--- config.mk ---
export PLATFORM = sky130hd
export DESIGN_NAME = polar_fg_pe_flat
export DESIGN_NICKNAME = d
export VERILOG_FILES = /design/src/rtl/polar_fg_pe_if.sv /design/src/rtl/polar_fg_pe.sv /design/src/flat_wrapper.sv
export SDC_FILE = /design/constraint.sdc
export NUM_CORES = 1
export LEC_CHECK = 0
export CAP_MARGIN = 40
export CORE_AREA = 2 2 74 76
export DETAILED_ROUTE_END_ITERATION = 16
export DIE_AREA = 0 0 76 78
export PLACE_DENSITY = 0.83
export SYNTH_ARGS = -nofsm -noshare
export SYNTH_HDL_FRONTEND = slang
export SYNTH_SLANG_ARGS = --single-unit
export TNS_END_PERCENT = 5
--- constraint.sdc ---
create_clock -name clk -period 4 [get_ports clk]
set_input_delay 0.4 -clock clk [delete_from_list [all_inputs] [get_ports clk]]
set_output_delay 0.4 -clock clk [all_outputs]
set_load 0.005 [all_outputs]
--- src/rtl/polar_fg_pe_if.sv ---
`timescale 1ns/1ps
// Stream bundle for the polar f/g PE: LLR pair input beats and
// magnitude/sign output beats with frame index and saturation status.
interface polar_fg_pe_if #(
    parameter int CW = 4
);
    logic          in_valid;
    logic          in_ready;
    logic [7:0]    llr_a;
    logic [7:0]    llr_b;
    logic          mode;
    logic          u_bit;

    logic          out_valid;
    logic          out_ready;
    logic [7:0]    mag;
    logic          sgn;
    logic [CW-1:0] pair_idx;
    logic          out_last;
    logic          sat_flag;

    // master = surrounding datapath (feeds LLRs, consumes results), slave = the PE
    modport master (
        output in_valid, llr_a, llr_b, mode, u_bit, out_ready,
        input  in_ready, out_valid, mag, sgn, pair_idx, out_last, sat_flag
    );

    modport slave (
        input  in_valid, llr_a, llr_b, mode, u_bit, out_ready,
        output in_ready, out_valid, mag, sgn, pair_idx, out_last, sat_flag
    );
endinterface

--- src/rtl/polar_fg_pe.sv ---
`timescale 1ns/1ps
// Polar SC f (min-sum) / g (partial-sum) node PE with frame index and sticky saturation flag.
// 2-cycle latency, 1 beat/cycle; out_valid && !out_ready freezes both stages and drops in_ready.
module polar_fg_pe #(
    parameter int N_PAIRS = 16,
    parameter int CW      = $clog2(N_PAIRS)
) (
    input  logic         clk,
    input  logic         rst,
    polar_fg_pe_if.slave pe
);
    localparam logic [CW-1:0] LAST_IDX = CW'(N_PAIRS - 1);

    typedef struct packed {
        logic       vld;
        logic       mode;
        logic       sx;
        logic       sat;
        logic [6:0] abs_a;
        logic [6:0] abs_b;
        logic [8:0] sum;
    } s1_t;

    typedef struct packed {
        logic       vld;
        logic       sgn;
        logic       sat;
        logic [6:0] mag;
    } s2_t;

    s1_t           s1_d, s1_q;
    s2_t           s2_d, s2_q;
    logic [CW-1:0] idx_d, idx_q;
    logic          sat_flag_d, sat_flag_q;
    logic          clr_pend_d, clr_pend_q;

    logic              adv;
    logic              xfer_out;
    logic              last_beat;
    logic [7:0]        abs_a;
    logic [7:0]        abs_b;
    logic signed [8:0] a_ext;
    logic signed [8:0] b_ext;
    logic signed [8:0] g_sum;
    logic [6:0]        f_min;

    // {saturated, |v|} with |-128| clamped to 127
    function automatic logic [7:0] abs_sat(input logic [7:0] v);
        logic [7:0] r;
        if (v == 8'h80) begin
            r = {1'b1, 7'h7f};
        end else if (v[7]) begin
            r = {1'b0, 7'(-v)};
        end else begin
            r = {1'b0, v[6:0]};
        end
        return r;
    endfunction

    assign adv       = !s2_q.vld || pe.out_ready;
    assign xfer_out  = s2_q.vld && pe.out_ready;
    assign last_beat = s2_q.vld && (idx_q == LAST_IDX);

    assign pe.in_ready  = adv && !rst;
    assign pe.out_valid = s2_q.vld;
    assign pe.mag       = {1'b0, s2_q.mag};
    assign pe.sgn       = s2_q.sgn;
    assign pe.pair_idx  = idx_q;
    assign pe.out_last  = last_beat;
    assign pe.sat_flag  = sat_flag_q;

    always_comb begin
        abs_a = abs_sat(pe.llr_a);
        abs_b = abs_sat(pe.llr_b);
        a_ext = {pe.llr_a[7], pe.llr_a};
        b_ext = {pe.llr_b[7], pe.llr_b};
        s1_d  = s1_q;
        if (adv) begin
            s1_d     = '0;
            s1_d.vld = pe.in_valid;
            if (pe.in_valid) begin
                s1_d.mode = pe.mode;
                if (pe.mode) begin
                    s1_d.sum = pe.u_bit ? 9'(b_ext - a_ext) : 9'(b_ext + a_ext);
                end else begin
                    s1_d.abs_a = abs_a[6:0];
                    s1_d.abs_b = abs_b[6:0];
                    s1_d.sat   = abs_a[7] || abs_b[7];
                    s1_d.sx    = pe.llr_a[7] ^ pe.llr_b[7];
                end
            end
        end
    end

    always_comb begin
        g_sum = s1_q.sum;
        f_min = (s1_q.abs_a < s1_q.abs_b) ? s1_q.abs_a : s1_q.abs_b;
        s2_d  = s2_q;
        if (adv) begin
            s2_d     = '0;
            s2_d.vld = s1_q.vld;
            if (s1_q.vld && !s1_q.mode) begin
                // a zero magnitude always reports positive sign
                s2_d.mag = f_min;
                s2_d.sgn = s1_q.sx && (f_min != 7'd0);
                s2_d.sat = s1_q.sat;
            end else if (s1_q.vld) begin
                if (g_sum > 9'sd127) begin
                    s2_d.mag = 7'd127;
                    s2_d.sat = 1'b1;
                end else if (g_sum < -9'sd127) begin
                    s2_d.mag = 7'd127;
                    s2_d.sgn = 1'b1;
                    s2_d.sat = 1'b1;
                end else if (g_sum < 9'sd0) begin
                    s2_d.mag = 7'(-g_sum);
                    s2_d.sgn = 1'b1;
                end else begin
                    s2_d.mag = g_sum[6:0];
                end
            end
        end
    end

    // Flag clears on the first transfer after a frame end, but a saturating beat re-arms it.
    always_comb begin
        idx_d      = idx_q;
        clr_pend_d = clr_pend_q;
        sat_flag_d = sat_flag_q;
        if (xfer_out) begin
            idx_d      = (idx_q == LAST_IDX) ? '0 : idx_q + CW'(1);
            clr_pend_d = last_beat;
            if (clr_pend_q) begin
                sat_flag_d = s2_q.sat;
            end
        end
        if (adv && s2_d.vld && s2_d.sat) begin
            sat_flag_d = 1'b1;
        end
    end

    always_ff @(posedge clk) begin
        if (rst) begin
            s1_q       <= '0;
            s2_q       <= '0;
            idx_q      <= '0;
            sat_flag_q <= 1'b0;
            clr_pend_q <= 1'b0;
        end else begin
            s1_q       <= s1_d;
            s2_q       <= s2_d;
            idx_q      <= idx_d;
            sat_flag_q <= sat_flag_d;
            clr_pend_q <= clr_pend_d;
        end
    end
endmodule

--- src/flat_wrapper.sv ---
// flat-port wrapper written by rule: the top's interface ports become plain ports
module polar_fg_pe_flat 
#(
    parameter int N_PAIRS = 16,
    parameter int CW      = $clog2(N_PAIRS)
)
  (clk, rst, pe_in_valid, pe_llr_a, pe_llr_b, pe_mode, pe_u_bit, pe_out_ready, pe_in_ready, pe_out_valid, pe_mag, pe_sgn, pe_pair_idx, pe_out_last, pe_sat_flag);
  polar_fg_pe_if #(.CW(CW)) pe_i ();
  input  logic clk;
  input  logic rst;
  input wire logic [$bits(pe_i.in_valid)-1:0] pe_in_valid;
  input wire logic [$bits(pe_i.llr_a)-1:0] pe_llr_a;
  input wire logic [$bits(pe_i.llr_b)-1:0] pe_llr_b;
  input wire logic [$bits(pe_i.mode)-1:0] pe_mode;
  input wire logic [$bits(pe_i.u_bit)-1:0] pe_u_bit;
  input wire logic [$bits(pe_i.out_ready)-1:0] pe_out_ready;
  output wire logic [$bits(pe_i.in_ready)-1:0] pe_in_ready;
  output wire logic [$bits(pe_i.out_valid)-1:0] pe_out_valid;
  output wire logic [$bits(pe_i.mag)-1:0] pe_mag;
  output wire logic [$bits(pe_i.sgn)-1:0] pe_sgn;
  output wire logic [$bits(pe_i.pair_idx)-1:0] pe_pair_idx;
  output wire logic [$bits(pe_i.out_last)-1:0] pe_out_last;
  output wire logic [$bits(pe_i.sat_flag)-1:0] pe_sat_flag;
  assign pe_i.in_valid = pe_in_valid;
  assign pe_i.llr_a = pe_llr_a;
  assign pe_i.llr_b = pe_llr_b;
  assign pe_i.mode = pe_mode;
  assign pe_i.u_bit = pe_u_bit;
  assign pe_i.out_ready = pe_out_ready;
  assign pe_in_ready = pe_i.in_ready;
  assign pe_out_valid = pe_i.out_valid;
  assign pe_mag = pe_i.mag;
  assign pe_sgn = pe_i.sgn;
  assign pe_pair_idx = pe_i.pair_idx;
  assign pe_out_last = pe_i.out_last;
  assign pe_sat_flag = pe_i.sat_flag;
  polar_fg_pe #(.N_PAIRS(N_PAIRS), .CW(CW)) u_core (.clk(clk), .rst(rst), .pe(pe_i));
endmodule
==> flow_summary.ini, run 1 <==
[layout]
final_core_util_pct = 67.05
antenna_cells = 0
fin_cells = 465
drive_gt1_share_pct = 5.823
design_area_um2 = 3381
area_delta_synth_final_pct = 14.69
nets = 438
nFillCells = 451

[worst_setup_path]
crit_path_max_incr_delay_ps = 470
crit_start = pe_llr_a[0]
cp_max_fo = 5
worstSetupStartpointType = primary input
endpoint_kind = register
reg2reg_depth = 6
cp.arrival_ps = 3180
crit_end = u_core.g_sum[8]$_SDFFE_PP0N_
r2r_end = u_core.pe.mag[4]$_SDFFE_PP0N_
worstReg2RegStart = u_core.g_sum[2]$_SDFFE_PP0N_
crit_chain = clkdlybuf4s50_1 -> inv_1 -> ha_1 -> or3b_4 -> nor2b_1 -> xnor2_1 -> ha_1 -> o21ai_0 -> nor2_1 -> or4_1 -> a31oi_1 -> xnor2_1 -> o21ai_1
r2r_setup_slack_ps = 1430
crit_type = in -> reg
required_ps = 4190
cp_slowest_cell = clkdlybuf4s50_1

[global_routing]
use_met3_pct = 4.651
busiest_layer = met2
use_met2_pct = 43.66
met1_usage_pct = 29.75
grt_pass1_vias = 2555
grt-ovfl-total = 0
grt_pass1_wl_mm = 11.87
groute.usage.overall_pct = 24.97
grt_start_max_net_pins = 40
antenna_found_initial = 0

[synth]
ys_ff_latch = 43
async_reset_ff_share_pct = 0
synthTopCellsByArea = dfxtp_1 29%, ha_1 8.5%, a21oi_1 5.9%
avgSynthCellArea_um2 = 7.840
synthFlopType = dfxtp_1
synth_edf_count = 0
synth_compound_area_share_pct = 24.75
synth_top_family_by_area = compound AO/OA/AOI/OAI gates
synthXorXnorAreaFrac_pct = 5.942
synth_top_area_share_pct = 29.20
syn_nets = 419
yosysWarnings = 0
synth.cell_area_um2 = 2948
synth_cell_types = 58
ys_seq_area_share_pct = 29.20
synthCells = 376
synthMuxAreaShare_pct = 2.504
yosys.area_share.adder_pct = 9.168
synth-simple-area-share_pct = 21.05
yosys.area.top_type = dfxtp_1

[pwr]
power.density_nw_per_um2 = 308.8
ir_drop_mv = 0.1397
leakagePower_nw = 1.269

[min_path]
hold_path_class = reg -> reg
hold_path_depth = 2

[detailed_routing]
firstDrtPassIters = 4
wl_mm = 7.010
vias_per_cell = 5.871
ant_nets = 0
initialDrtViolationCount = 179
wl_per_cell_um = 15.08
via_count = 2730
drc = 0

[sta]
period_share_pct = 74.83
period_needed_ps = 2993
drv_slew = 0
setup_tns_ps = 0
fmax_ghz = 0.3341
setup_viol = 0
worstMarginPinSlew_ps = 659.5
hold_viol_final = 0
rsz0062_at_grt = no
relSlewSlack_pct = 55.97
final.setup_skew_ps = 3.271

[clocking]
postCtsHoldBufs = 0
insertion_delay_ps = 300
postCtsResizedCells = 0
cts_tree = yes
postCtsSetupBuffers = 0
cts_buffers = 5
cts_buffer_depth = 2
cts_root_buf = clkbuf_8
cts_num_sinks = 43
htreeDepth = 2
path_clk_slew_ps = 80

[run]
drv_cap = 0

[die]
start_util_pct = 58.46
die_width_um = 76
num_io_pins = 39
die_area_um2 = 5928
die_y_um = 78
core_um2 = 5042
rows = 26

[placed_design]
dp_hpwl_mm = 5.374
gp_congestion = 0.8860
place.port_buffers = 37
dp_cells = 458
placed_area_um2 = 3278

[run_status]
status = complete, no violations
[synth_stat cells (3+ instances only)]
cell / n
nor2_1: 40
o31ai_1: 4
xnor2_1: 12
a31oi_1: 8
xor2_1: 8
o21ai_0: 27
or2_2: 3
ha_1: 20
nor3_1: 5
dfxtp_1: 43
o311ai_0: 4
nand2b_1: 5
inv_1: 19
buf_2: 3
or3_1: 4
clkbuf_1: 14
a21oi_1: 35
mux2i_1: 4
a22oi_1: 5
or4_1: 3
nor4_1: 3
a211oi_1: 7
nor2b_1: 6
nand2_1: 34
mux2_2: 3
o21a_1: 7
buf_4: 8
nand3_1: 6
[logic make-up after synthesis]
group	after synthesis
compound gates	116
xor+xnor	20
fa+ha+maj	21
buf+inv	46
flops	43
mux	7
other cells	1
simple gates	122
[area by class of cell]
type	instances	area (um^2)	share of cell area (%)
clock inverter	1	30.03	0.8882
sequential	43	860.8	25.46
timing repair buffer	39	385.4	11.40
tap	70	87.58	2.591
multi-input combinational	287	1873	55.40
clock buffer	6	72.57	2.147
inverter	19	71.32	2.110
[flip-flops by register name, summed over array words and instances (netlist names)]
register,count
u_core.clr_pend_q,1
u_core.pe.sat_flag,1
u_core.pe.pair_idx,4
u_core.pe.sgn,1
u_core.pe.mag,7
u_core.s2_q,1
u_core.g_sum,9
u_core.pe.out_valid,1
u_core.s1_q,18
[critical path, delay by kind of cell]
kind | cells | cell delay, ps
adder cells (fa/ha/maj) | 2 | 510
AND/OR/NAND/NOR | 4 | 1060
AO/OA/AOI/OAI | 3 | 370
XOR/XNOR | 2 | 290
buffers and inverters | 2 | 550
[metal layers]
layer / wire, um / vias up
met3: 397 / 16
met4: 224 / 0
met5: 0 / -
met2: 3320 / 92
li1: - / 1376
met1: 3068 / 1246
[worst min-delay path by stage]
stage | slack, ps | start | to
finish | 450 | u_core.s2_q[7]$_SDFF_PP0_ | u_core.s2_q[7]$_SDFF_PP0_
floorplan | 420 | u_core.s2_q[7]$_SDFF_PP0_ | u_core.s2_q[7]$_SDFF_PP0_
global route | 490 | u_core.s2_q[7]$_SDFF_PP0_ | u_core.s2_q[7]$_SDFF_PP0_
global placement | 430 | u_core.s2_q[7]$_SDFF_PP0_ | u_core.s2_q[7]$_SDFF_PP0_
CTS | 450 | u_core.s2_q[7]$_SDFF_PP0_ | u_core.s2_q[7]$_SDFF_PP0_
detailed placement | 440 | u_core.s2_q[7]$_SDFF_PP0_ | u_core.s2_q[7]$_SDFF_PP0_
[metrics by stage]
step	total power (W)	hold WS [ps]	setup slack, ps
5_1_grt	0.001100	494.7	743.7
4_1_cts	0.001046	448.9	1019
2_1_floorplan	0.0006515	421.8	1352
3_3_place_gp	0.0007192	431.6	796.4
3_5_place_dp	0.0007252	438.2	704.3
6_report	0.001044	446.6	1007
[cells in the final DEF, fill, tap and decap left out, types with 4 or more instances in the layout]
cell type / instances
dfxtp_1: 43
nor2_1: 40
clkdlybuf4s50_1: 37
a21oi_1: 35
nand2_1: 34
o21ai_0: 27
ha_1: 20
inv_1: 19
xnor2_1: 12
a31oi_1: 8
xor2_1: 8
o21a_1: 7
a211oi_1: 7
nor2b_1: 6
nand3_1: 6
nor3_1: 5
nand2b_1: 5
a22oi_1: 5
clkbuf_8: 5
o311ai_0: 4
or3_1: 4
mux2i_1: 4
o31ai_1: 4
[report_power, final]
part	total, W	switching [W]	internal (W)
Combinational	0.000252	0.000135	0.000117
Clock	0.000326	0.000143	0.000183
Sequential	0.000466	0.0000214	0.000445
Note: power is estimated with default switching activity, not from simulation.
==> run 2, diff against run 1 <==
--- a/config.mk
+++ b/config.mk
@@ -6,10 +6,10 @@
 export NUM_CORES = 1
 export LEC_CHECK = 0
 export CAP_MARGIN = 40
-export CORE_AREA = 2 2 74 76
+export CORE_AREA = 2 2 76 78
 export DETAILED_ROUTE_END_ITERATION = 16
-export DIE_AREA = 0 0 76 78
-export PLACE_DENSITY = 0.83
+export DIE_AREA = 0 0 78 80
+export PLACE_DENSITY = 0.79
 export SYNTH_ARGS = -nofsm -noshare
 export SYNTH_HDL_FRONTEND = slang
 export SYNTH_SLANG_ARGS = --single-unit
==> constraint.sdc (replaced) <==
create_clock -name clk -period 3 [get_ports clk]
set_input_delay 0.3 -clock clk [delete_from_list [all_inputs] [get_ports clk]]
set_output_delay 0.3 -clock clk [all_outputs]
set_load 0.005 [all_outputs]
==> run 2 against run 1 <==
  * Combinational power increased by 42%
  * Die area is 5.3% higher
  * Global-route usage is 1.5 points lower
  * Sequential share of layout area fell by 0.82 points
  * Final cell count increased by 4.3%
  * Total power rose by 28%
  * Largest cell class unchanged
==> flow_summary.ini, run 2 (synthesis gave the netlist of run 1 again) <==
[min_path]
hold_start = u_core.s2_q[7]$_SDFF_PP0_
min_to = u_core.s2_q[7]$_SDFF_PP0_
hold_path_class = reg -> reg
hold_path_depth = 2

[placed_design]
dp_hpwl_mm = 5.513
dp_cells = 477
placed_area_um2 = 3408
gp_congestion = 0.8516
place.port_buffers = 37

[global_routing]
grt_start_max_net_pins = 39
groute.usage.overall_pct = 23.48
grt_pass1_vias = 2481
antenna_found_initial = 0
grt-ovfl-total = 0
grt_pass1_wl_mm = 11.64

[worst_setup_path]
cp_slowest_cell = clkdlybuf4s50_1
crit_path_max_incr_delay_ps = 430
crit_chain = clkdlybuf4s50_1 -> inv_1 -> ha_1 -> or3b_4 -> nor2b_1 -> xnor2_1 -> ha_1 -> o21ai_0 -> nor2_1 -> or4_1 -> a31oi_1 -> xnor2_1 -> o21ai_1
cp_max_fo = 3
r2r_end = u_core.pe.mag[5]$_SDFFE_PP0N_
r2r_setup_slack_ps = 420
crit_type = in -> reg
required_ps = 3190
worstReg2RegStart = u_core.g_sum[2]$_SDFFE_PP0N_
worstSetupStartpointType = primary input
endpoint_kind = register
reg2reg_depth = 6
cp.arrival_ps = 2870

[layout]
mostFrequentLayoutCells = 43 x dfxtp_1, 40 x nor2_1, 37 x clkdlybuf4s50_1, 35 x a21oi_1, 34 x nand2_1
area_delta_synth_final_pct = 18.51
design_area_um2 = 3493
regMostFlops = u_core.s1_q
largest_reg_flops = 18
drive_gt1_share_pct = 9.927
final_core_util_pct = 64.63
final_common_cell = dfxtp_1
nets = 455
fin_cells = 485
antenna_cells = 0

[detailed_routing]
wl_per_cell_um = 14.39
wl_met1_mm = 3.141
ant_nets = 0
dr_wl_met2_mm = 3.450
via_count = 2776
firstDrtPassIters = 4
wl_met3_um = 279
initialDrtViolationCount = 157
drc = 0
dr.max_layer_used = met4
vias_per_cell = 5.724
wl_mm = 6.980

[clocking]
postCtsSetupBuffers = 0
cts_root_buf = clkbuf_8
postCtsResizedCells = 0
path_clk_slew_ps = 80
cts_tree = yes
insertion_delay_ps = 290
postCtsHoldBufs = 0
cts_num_sinks = 43
cts_buffer_depth = 2
cts_buffers = 5
htreeDepth = 2

[sta]
final.setup_skew_ps = 5.675
hold_viol_final = 0
period_share_pct = 89.42
worstMarginPinSlew_ps = 652.2
setup_viol = 0
period_needed_ps = 2683
fmax_ghz = 0.3728
drv_slew = 0
relSlewSlack_pct = 56.46
rsz0062_at_grt = no

[pwr]
leakagePower_nw = 1.341
intPower_w = 0.0009298
ir_drop_mv = 0.2017
p_sw_w = 0.0004046
pwr-share-seq_pct = 46.6
power.density_nw_per_um2 = 382.0
pwr-share-comb_pct = 26.9
switching_share_pct = 30.32
clkPwrFrac_pct = 26.5

[die]
start_util_pct = 54.54
num_io_pins = 39
die_width_um = 78
core_um2 = 5405
die_y_um = 80
die_area_um2 = 6240
rows = 27

[run]
drv_cap = 0

[run_status]
status = complete, no violations
## run 2: power by group through the flow
stage	sequential, W	combinational [W]	clock, W
6_report	0.000621	0.000359	0.000354
5_1_grt	0.000625	0.000399	0.000393
4_1_cts	0.000620	0.000360	0.000362
3_5_place_dp	0.000634	0.000358	0
3_3_place_gp	0.000632	0.000347	0
2_1_floorplan	0.000622	0.000247	0
## run 2: how the worst max path moves through the flow
stage	from	endpoint	depth (start not counted)
2_1_floorplan	pe_llr_a[1]	u_core.g_sum[8]$_SDFFE_PP0N_	12
3_3_place_gp	pe_llr_a[1]	u_core.g_sum[8]$_SDFFE_PP0N_	13
3_5_place_dp	pe_llr_a[0]	u_core.g_sum[8]$_SDFFE_PP0N_	13
4_1_cts	pe_llr_a[0]	u_core.g_sum[8]$_SDFFE_PP0N_	13
5_1_grt	pe_llr_a[0]	u_core.g_sum[8]$_SDFFE_PP0N_	13
6_report	pe_llr_a[1]	u_core.g_sum[8]$_SDFFE_PP0N_	13
## run 2: final cells by class
type	count	area (um^2)
Clock buffer	6	72.57
Clock inverter	2	12.51
Fill cell	478	1912
Inverter	19	71.32
Multi-Input combinational cell	287	1873
Sequential cell	43	860.8
Tap cell	72	90.09
Timing Repair Buffer	56	513.0
## run 2: metal layers
layer / up-vias / track usage [%]
li1: 1410 / -
met1: 1273 / 28.25
met2: 83 / 42.67
met3: 10 / 3.507
met4: 0 / 7.895
met5: - / 0
## run 2: metrics by stage
step                hold slack (ps)  setup TNS (ps)  setup slack, ps  total power, W
finish                        451.9               0            317.4        0.001334
global route                  475.4               0            131.8        0.001418
CTS                           455.4               0            312.4        0.001342
detailed placement            443.7         -0.1930          -0.1930       0.0009925
global placement              430.7               0            45.89       0.0009794
floorplan                     421.8               0            451.8       0.0008687
## run 2: worst max-delay path: cells and delay by family
kind / cells / cell delay [ps]
simple gates: 4 / 1010
buf+inv: 2 / 510
fa+ha+maj: 2 / 440
compound gates: 3 / 330
xor+xnor: 2 / 260
==> run 3, diff against run 2 <==
--- a/config.mk
+++ b/config.mk
@@ -9,6 +9,7 @@
 export CORE_AREA = 2 2 76 78
 export DETAILED_ROUTE_END_ITERATION = 16
 export DIE_AREA = 0 0 78 80
+export GPL_TIMING_DRIVEN = 0
 export PLACE_DENSITY = 0.79
 export SYNTH_ARGS = -nofsm -noshare
 export SYNTH_HDL_FRONTEND = slang
==> run 3 against run 2 <==
  * Critical path depth stayed put
  * Cell area increased by 1.5%
  * Wire length increased by 6.3%
  * Maximum frequency is 4.3% lower
  * Global-route usage rose by 2.3 points
  * Clock power rose by 31%
  * Hold slack worse by 13 ps
  * Total power up 9.2%
  * Worst setup slack got worse by 120 ps
  * Sequential power is 0.6% lower
  * Core utilization rose by 1.0 points
  * Critical path type unchanged
==> flow_summary.ini, run 3 (synthesis gave the netlist of run 1 again) <==
[die]
num_io_pins = 39
die_width_um = 78
core_um2 = 5405
die_area_um2 = 6240
rows = 27
start_util_pct = 54.54
die_y_um = 80

[layout]
design_area_um2 = 3547
mostFrequentLayoutCells = 43 x dfxtp_1, 40 x nor2_1, 35 x a21oi_1, 34 x nand2_1, 31 x clkdlybuf4s50_1
final_common_cell = dfxtp_1
regMostFlops = u_core.s1_q
area_delta_synth_final_pct = 20.33
largest_reg_flops = 18
fin_cells = 493
nFillCells = 480
antenna_cells = 0
nets = 463
multiInputGateArea_um2 = 1898
regArea_um2 = 860.8
drive_gt1_share_pct = 9.976

[pwr]
p_sw_w = 0.0004204
total_power_w = 0.001457
clkPwrFrac_pct = 31.9
ir_drop_mv = 0.2451
switching_share_pct = 28.85
pwr-share-seq_pct = 42.4
power.density_nw_per_um2 = 410.8
intPower_w = 0.001037
leakagePower_nw = 1.378
pwr-share-comb_pct = 25.7

[global_routing]
antenna_found_initial = 0
grt_start_max_net_pins = 14
groute.usage.overall_pct = 25.76
met1_usage_pct = 32.01
grt_pass1_vias = 2693
use_met2_pct = 44.74
busiest_layer = met2
use_met3_pct = 3.733
grt-ovfl-total = 0
grt_pass1_wl_mm = 12.72

[sta]
period_share_pct = 93.40
setup_tns_ps = 0
drv_slew = 0
worstMarginPinSlew_ps = 613.9
hold_ws_ps = 438.5
setup_viol = 0
fmax_ghz = 0.3569
final.setup_skew_ps = 3.945
relSlewSlack_pct = 58.88
rsz0062_at_grt = no
hold_viol_final = 0
period_needed_ps = 2802

[clocking]
cts_buffers = 5
cts_tree = yes
cts_num_sinks = 43
path_clk_slew_ps = 80
htreeDepth = 2
cts_root_buf = clkbuf_8
postCtsHoldBufs = 0
cts_buffer_depth = 2
insertion_delay_ps = 300

[placed_design]
placed_area_um2 = 3378
place.port_buffers = 34
dp_hpwl_mm = 5.800
gp_congestion = 0.9051
dp_cells = 482

[run_status]
status = complete, no violations

[worst_setup_path]
cp_max_fo = 5
cp_slowest_cell = or4_1
r2r_setup_slack_ps = 420
cp.arrival_ps = 3000
path_buf_inv = 2
crit_path_max_incr_delay_ps = 420
crit_family = simple AND/OR/NAND/NOR gates
crit_chain = dlygate4sd2_1 -> inv_1 -> ha_4 -> or3b_4 -> nor2b_1 -> xnor2_2 -> ha_1 -> o21ai_0 -> nor2_1 -> or4_1 -> a31oi_1 -> xnor2_1 -> o21ai_1
required_ps = 3190
crit_type = in -> reg
endpoint_kind = register
worstSetupStartpointType = primary input

[min_path]
hold_path_class = in -> reg

[detailed_routing]
ant_nets = 0
vias_per_cell = 5.801
wl_per_cell_um = 15.05
initialDrtViolationCount = 171
firstDrtPassIters = 6
drc = 0
via_count = 2860
wl_mm = 7.419

[run]
drv_cap = 0
-- run 3: through the flow --
| step | setup slack [ps] | utilization (%) |
|---|---|---|
| final | 198.0 | 65.63 |
| after global routing | 41.82 | 65.63 |
| after CTS | 15.44 | 65.25 |
| after global placement | -427.7 | 62.50 |
| after floorplan | 451.8 | - |
| after detailed placement | -529.7 | 62.50 |
-- run 3: power groups by stage --
stage | clock network [W] | logic [W] | registers [W]
global route | 0.000494 | 0.000421 | 0.000621
detailed placement | 0 | 0.000359 | 0.000630
finish | 0.000465 | 0.000375 | 0.000617
global placement | 0 | 0.000349 | 0.000628
floorplan | 0 | 0.000247 | 0.000622
CTS | 0.000468 | 0.000371 | 0.000617
-- run 3: final cells by class --
cell class              count  area share (%)
plain buffers              27           4.021
inverters                  19           2.011
clock buffers               6           2.328
multi-input cells         287           53.51
clock inverters             2          0.9877
flip-flops and latches     43           24.27
well taps                  72           2.540
repair buffers             37           10.34
-- run 3: what timing repair did --
action,CTS,global route
resized for setup,3,5
pin swaps,4,4
buffers inserted,3,0
endpoints found under the setup margin,1,2
cloned,0,0
hold endpoints to repair,0,0
-- run 3: path summary, 6_finish.rpt --
kind              cells after the start                       endpoint                          from
setup / recovery                     13   u_core.g_sum[8]$_SDFFE_PP0N_                   pe_llr_a[0]
hold / removal                        3   u_core.s1_q[18]$_SDFFE_PP0N_                   pe_llr_a[2]
setup reg to reg                      6  u_core.pe.mag[5]$_SDFFE_PP0N_  u_core.g_sum[2]$_SDFFE_PP0N_
hold reg to reg                       2      u_core.s2_q[7]$_SDFF_PP0_     u_core.s2_q[7]$_SDFF_PP0_
-- run 3: worst reg2reg max path, delay by kind of cell (launching register included) --
| kind | cells | cell delay [ps] |
|---|---|---|
| AO/OA/AOI/OAI | 4 | 1190 |
| flip-flops | 1 | 390 |
| adder cells (fa/ha/maj) | 1 | 290 |
| AND/OR/NAND/NOR | 1 | 560 |
-- run 3: routing by layer --
metal / up-vias / routed length [um] / share of wire (%)
met3: 21 / 362 / 4.9
met5: - / 0 / 0
met1: 1320 / 3213 / 43
met4: 0 / 243 / 3.3
li1: 1428 / - / -
met2: 91 / 3599 / 49
